**config.mk**
```make
export PLATFORM = sky130hd
export DESIGN_NAME = muldiv_ctrl
export DESIGN_NICKNAME = d
export VERILOG_FILES = /design/src/rtl/muldiv_ctrl.sv
export SDC_FILE = /design/constraint.sdc
export NUM_CORES = 1
export LEC_CHECK = 0
export CORE_MARGIN = 2
export CORE_UTILIZATION = 59
export DETAILED_ROUTE_END_ITERATION = 10
export PLACE_DENSITY = 0.79
export RECOVER_POWER = 100
export SETUP_SLACK_MARGIN = 0.15
export SLEW_MARGIN = 40
export SYNTH_ARGS = -nofsm -noshare
export SYNTH_HDL_FRONTEND = slang
export SYNTH_SLANG_ARGS = --single-unit
```
**constraint.sdc**
```tcl
create_clock -name clk -period 8.36 [get_ports clk]
set_clock_uncertainty 0.05 [all_clocks]
set_input_delay 1.672 -clock clk [delete_from_list [all_inputs] [get_ports clk]]
set_output_delay 1.672 -clock clk [all_outputs]
set_load 0.005 [all_outputs]
```
**src/rtl/muldiv_ctrl.sv**
```systemverilog
// HI/LO multiply/divide sequencer: 32-step shift-add multiply / restoring divide,
// sign fixup, HI/LO commit, and the pipeline stall for HI/LO hazards.
module muldiv_ctrl (
  input  logic        clk,
  input  logic        rst,
  input  logic        start,
  input  logic [1:0]  op,
  input  logic [31:0] a,
  input  logic [31:0] b,
  input  logic        flush,
  input  logic        hilo_rd,
  input  logic        mthi_we,
  input  logic        mtlo_we,
  input  logic [31:0] wdata,
  output logic [31:0] hi,
  output logic [31:0] lo,
  output logic        busy,
  output logic        done,
  output logic        stall
);

  typedef enum logic [1:0] {
    IDLE = 2'd0,
    RUN  = 2'd1,
    FIX  = 2'd2
  } state_t;

  state_t      state;
  logic [5:0]  step;
  logic        is_div;
  logic        neg_q;
  logic        neg_r;
  logic        div0;
  logic [31:0] a_orig;
  logic [31:0] opnd;
  logic [64:0] acc;

  logic        sa, sb;
  logic [31:0] mag_a, mag_b;
  logic [32:0] mul_sum, rem_sh, diff;
  logic [64:0] acc_next;
  logic [63:0] prod;
  logic [31:0] fix_hi, fix_lo;

  // Signed ops are op[0]==0 (MULT, DIV); only they take magnitudes.
  always_comb begin
    sa    = ~op[0] & a[31];
    sb    = ~op[0] & b[31];
    mag_a = sa ? (32'd0 - a) : a;
    mag_b = sb ? (32'd0 - b) : b;
  end

  // Multiply keeps {upper(33), multiplier(32)} in acc; divide keeps {rem, quot} in acc[63:0].
  always_comb begin
    mul_sum  = acc[64:32] + {1'b0, opnd};
    rem_sh   = acc[63:31];
    diff     = rem_sh - {1'b0, opnd};
    acc_next = acc >> 1;
    if (is_div) begin
      acc_next = {1'b0, (diff[32] ? rem_sh[31:0] : diff[31:0]), acc[30:0], ~diff[32]};
    end else if (acc[0]) begin
      acc_next = {mul_sum, acc[31:0]} >> 1;
    end
  end

  always_comb begin
    prod   = neg_q ? (64'd0 - acc[63:0]) : acc[63:0];
    fix_hi = prod[63:32];
    fix_lo = prod[31:0];
    if (is_div) begin
      if (div0) begin
        fix_hi = a_orig;
        fix_lo = '1;
      end else begin
        fix_hi = neg_r ? (32'd0 - acc[63:32]) : acc[63:32];
        fix_lo = neg_q ? (32'd0 - acc[31:0])  : acc[31:0];
      end
    end
  end

  always_ff @(posedge clk or posedge rst) begin
    if (rst) begin
      state  <= IDLE;
      step   <= '0;
      is_div <= 1'b0;
      neg_q  <= 1'b0;
      neg_r  <= 1'b0;
      div0   <= 1'b0;
      a_orig <= '0;
      opnd   <= '0;
      acc    <= '0;
      hi     <= '0;
      lo     <= '0;
      done   <= 1'b0;
    end else begin
      done <= 1'b0;
      case (state)
        IDLE: begin
          if (mthi_we) hi <= wdata;
          if (mtlo_we) lo <= wdata;
          if (start) begin
            is_div <= op[1];
            neg_q  <= sa ^ sb;
            neg_r  <= sa;
            div0   <= op[1] & (b == 32'd0);
            a_orig <= a;
            opnd   <= op[1] ? mag_b : mag_a;
            acc    <= {33'd0, (op[1] ? mag_a : mag_b)};
            step   <= '0;
            state  <= RUN;
          end
        end
        RUN: begin
          if (flush) begin
            state <= IDLE;
          end else begin
            acc  <= acc_next;
            step <= step + 6'd1;
            if (step == 6'd31) state <= FIX;
          end
        end
        FIX: begin
          if (!flush) begin
            hi   <= fix_hi;
            lo   <= fix_lo;
            done <= 1'b1;
          end
          state <= IDLE;
        end
        default: state <= IDLE;
      endcase
    end
  end

  assign busy  = (state != IDLE);
  assign stall = busy & (start | hilo_rd | mthi_we | mtlo_we);

endmodule

```
* Word level (Yosys, flattened, before mapping)
Index checks and enable logic that the tools add are counted.
** Word-level totals
- Register bits :: 206
** Operators by class
- Bitwise gates (word level) :: 10
- Equal/unequal tests :: 9
- Multiplexer cells :: 32
- Reduce and logical (&&, ||, !) cells :: 10
- $add $sub $neg :: 8
** Operators with widths (number)
- $mux 32 :: 15
- $mux 64 :: 3
- $mux 65 :: 2
- $pmux 65 s2 :: 1
- $pmux 32 s2 :: 2
- $sub 1x32->32 const A :: 4
- $sub 1x64->64 const A :: 1
- $add 33x32->33 :: 1
- $sub 33x32->33 :: 1
- $logic_not 32->1 :: 1
- $mux 6 :: 2
- $pmux 6 s2 :: 1
- $ne 2x2->1 const B :: 5
- $reduce_and 3->1 :: 3
- $add 6x1->6 const B :: 1
- $eq 6x5->1 const B :: 1
- $mux 2 :: 3
- $reduce_bool 2->1 :: 3
- $and 1x1->1 :: 4
- $pmux 2 s2 :: 1
- $reduce_and 2->1 :: 2
- $ne 3x3->1 const B :: 1
- $or 1x1->1 :: 3
- $eq 2x1->1 const B :: 1
- other kinds (5) :: 7

* Longest topological paths before layout
- Depth after elaboration :: 6
- Gate-level depth with buffers :: 14
- Gate-level depth less buffers :: 12

* Least setup slack after synthesis
No wires, ideal clock.
- Kind :: input to register
- Start point :: in b[9]
- End point :: reg acc[30]
- Arrival time :: 3915 ps
- Path buffers :: 1
- Path slack :: 4317 ps
- Stages :: 10
- Cells stage by stage :: or4_1 or3_1 or3_1 clkbuf_1 nor3_2 nand2_1 o31ai_1 xnor2_1 o211ai_1 a21oi_1
** On the way
- Word-level cells in the longest chain between the ends :: 5
** Ends and longest elaborated chain
- start, declared :: line 9 : input logic [31:0] b,
- $sub 1x32->32 :: line 50 : mag_b = sb ? (32'd0 - b) : b;
- $mux 32 :: line 50
- $mux 32 :: line 108 : acc <= {33'd0, (op[1] ? mag_a : mag_b)};
- $mux 65 :: line 101 : if (start) begin
- $pmux 65 s2 :: line 97 : case (state)
- end signal, assigned :: line 108
- end signal, assigned :: line 117 : acc <= acc_next;
- end, declared :: line 36 : logic [64:0] acc;
No other way between the ends. The select of a mux whose other input is x is not followed.
A chain may end at the register's enable or synchronous reset.

* Worst setup path after layout
- Start point :: in flush
- End point :: reg lo[19]
** On the way
- Word-level cells in the longest chain between the ends :: 2
** Ends and longest elaborated chain
- start, declared :: line 10 : input logic flush,
- $ne 2x2->1 (no source line)
- $reduce_and 3->1 (no source line)
- end signal, assigned :: line 100 : if (mtlo_we) lo <= wdata;
- end signal, assigned :: line 125 : lo <= fix_lo;
- end, declared :: line 16 : output logic [31:0] lo,
No other way between the ends.

==> flow_metrics.py <==
metrics = {
    "status": {
        "status": "finished, violations left",
        "violations": "max-capacitance violations, max-slew violations",
    },
    "setup_path": {
        "r2r_setup_slack_ns": 3.52,
        "r2r-end": "lo[19]",
        "worstPathRequired_ns": 8.62,
        "critPathArrivalTime_ns": 6.26,
        "critPathMaxFanout": 64,
        "cp_common_cell": "clkbuf_1",
        "crit_path_end_kind": "register",
        "slowest_delay_ns": 1.64,
        "r2r_start": "state[1]",
        "rr_worst_depth": 8,
        "worstSetupPathType": "primary input to register",
        "worst_setup_path_start_kind": "primary input",
        "worstPathCellList": "dlygate4sd3_1 -> nand2b_1 -> a21oi_2 -> clkbuf_1 -> nand2_1 -> inv_1 -> a21oi_4 -> clkbuf_1 -> o21ai_0",
        "slowest_stage": "clkbuf_1",
    },
    "logic_synthesis": {
        "ys.flop_type": "dfrtp_1",
        "synth_xor_area_share_pct": 8.32,
        "synth_mux_area_share_pct": 3.49,
        "yosysWarnings": 0,
        "yosysTopAreaCell": "dfrtp_1",
        "synthTopCellsByCount": "nand2_1 (327), o21ai_0 (241), a21oi_1 (235), dfrtp_1 (205), nor2_1 (196)",
        "syn-mean-instance-area_um2": 7.49,
        "yosysUniqueCellTypes": 82,
        "seq_area_frac_synth_pct": 29.4,
        "yosysMostFrequentCell": "nand2_1",
        "yosys.area_share.simple_pct": 21.3,
        "synth_compound_area_share_pct": 27.1,
        "synth_fa_ha_area_share_pct": 5.17,
        "synth_area_mm2": 0.0175,
        "synthesis.nets": 2509,
        "synthArstFlopShare_pct": 100,
        "yosys-top-cells-area": "dfrtp_1 (29%), nand2_1 (7.0%), o21ai_0 (6.9%)",
        "ys_ff_latch": 205,
        "syn_inst": 2333,
        "synth_top_family_by_area": "compound AO/OA/AOI/OAI gates",
        "synth-edff-count": 0,
        "synth_top_area_share_pct": 29.4,
    },
    "finish": {
        "drive_gt1_share_pct": 4.24,
        "syn_to_final_growth_pct": 14.9,
        "finalNetCount": 2561,
        "num_antenna_cells": 0,
    },
    "job": {
        "maxCapViolCount": 3,
    },
    "routing": {
        "first_iter_violations": 2773,
        "detail-route-antenna-nets": 0,
        "wire_per_inst_um": 24.6,
        "firstDrtPassIters": 7,
        "drc": 0,
        "wl_mm": 68.7,
        "vias": 19006,
        "viasPerCell": 6.80,
    },
    "clock_tree": {
        "cts_post_setup_buffers_inserted": 0,
        "clock_latency_ns": 0.54,
        "cts_buffers": 25,
        "cts_max_path_buffers": 3,
        "clock-root-buffer": "clkbuf_16",
        "clk_pin_slew_worst_paths_ns": 0.06,
        "cts_hold_buf": 0,
        "clock_sinks": 205,
        "cts_tree": "yes",
        "cts_resized": 0,
        "htreeDepth": 1,
    },
    "power_and_ir_drop": {
        "ir_drop_mv": 0.231,
        "power_density_mw_per_mm2": 335,
        "p_leak_nw": 8.34,
        "total_power_mw": 6.73,
    },
    "die": {
        "core_area_mm2": 0.0294,
        "ios": 172,
        "dieArea_mm2": 0.0310,
        "start_util_pct": 59.4,
        "die_h_um": 176,
        "die_w_um": 176,
        "placementRows": 63,
    },
    "timing": {
        "period_needed_ns": 6.00,
        "hold_viol_final": 0,
        "fmax_ghz": 0.167,
        "finalCritPeriodShare_pct": 71.8,
        "slew_headroom_pct": -109,
        "finalSetupTns_ns": 0,
        "worstMarginPinSlew_ns": 3.13,
        "finalSetupViolations": 0,
        "rsz0062_at_grt": "no",
        "worst_hold_slack_ns": 0.425,
        "finalMaxSlewViolations": 201,
    },
    "global_route": {
        "track_usage_pct": 43.2,
        "antenna_found_initial": 2,
        "grt_first_pass_wirelength_mm": 103,
        "overflow": 0,
        "grt_pass1_vias": 17264,
        "grt_start_max_net_pins": 135,
    },
    "placement": {
        "io_buffers": 171,
        "gp_congestion": 1.03,
        "hpwl_mm": 51.1,
    },
    "worst_hold_path": {
        "min_from": "lo[27]",
        "min_to": "lo[27]",
        "holdPathStages": 2,
        "hp-class": "register to register",
    },
}
[routing by layer]
layer  part of all wire [%]  global-route usage (%)  up-vias
li1                       -                       -     8462
met1                     39                    59.8     8837
met2                     41                    63.4     1426
met3                     14                    10.8      277
met4                    6.2                    20.5        4
met5                  0.039                       0        -
[critical path: cells and delay by family]
kind            cells  cell delay, ns
simple gates        2            0.73
compound gates      3            0.63
buf+inv             4            3.19
[registers in the layout (all words and copies together) (netlist names)]
signal / cells
step: 6
neg_q: 1
is_div: 1
lo: 32
div0: 1
hi: 32
acc: 64
opnd: 32
a_orig: 32
state: 2
neg_r: 1
done: 1
[final cells by class]
type	count	area, um2
multi-input cells	1890	11400
flip-flops and latches	205	5130
clock inverters	8	153
fillers	2480	9320
clock buffers	37	711
well taps	390	488
repair buffers	199	1900
inverters	64	253
[cell usage in the layout, fill, tap and decap left out, types with 7 or more instances in the layout]
cell type        Yosys  final
nand2_1            327    327
o21ai_0            241    245
a21oi_1            235    233
dfrtp_1            205    204
nor2_1             196    194
xnor2_1            100    100
clkdlybuf4s50_1      0     97
dlygate4sd3_1        0     73
ha_1                69     69
nor3_1              66     66
xor2_1              66     66
inv_1               61     60
nand3_1             60     60
mux2i_1             53     53
o31ai_1             47     47
o22ai_1             40     40
a21o_1              33     33
o211ai_1            29     29
nand2b_1            26     26
clkbuf_16            0     25
a31oi_1             22     22
or4_1               18     20
buf_4                2     20
and3_1              18     18
o21a_1              17     17
nor2b_1             17     15
or3_1               15     15
o41ai_1             14     14
clkbuf_1           147     14
nand4_1             12     12
a211oi_1            12     12
o21bai_1            10     10
nor4_1               8      9
o31a_1               7      7
o221ai_1             7      7
and2_1               8      7
a221o_1              7      7
mux2_2               7      7
[where the power goes]
group	switching [mW]	internal [mW]
Combinational	2.31	1.47
Clock	0.455	0.712
Sequential	0.540	1.25
Total	3.30	3.43
[worst max path at each step]
stage / start / end / cells past startpoint
2_1_floorplan: rst / a_orig[0] / 1
3_3_place_gp: b[7] / acc[25] / 9
3_5_place_dp: b[7] / acc[25] / 9
4_1_cts: start / stall / 4
5_1_grt: flush / lo[31] / 9
6_report: flush / lo[19] / 9
[cells by family (layout without fill, tap and decap cells)]
group,after synthesis,count (layout)
compound gates,785,785
xor+xnor,166,166
fa+ha+maj,71,71
buf+inv,238,308
flops,205,205
mux,60,60
simple gates,808,808
[metrics by stage]
step | worst slack [ns] | instance area (um2) | util, % | cells
floorplan | 1.04 | 17500 | - | 2333
global placement | 3.49 | 19200 | 65.4 | 2748
detailed placement | 3.44 | 19300 | 65.5 | 2748
CTS | 3.67 | 20100 | 68.5 | 2793
global route | 2.10 | 20100 | 68.3 | 2793
finish | 2.36 | 20100 | 68.3 | 2793
(Power assumes the default switching activity.)
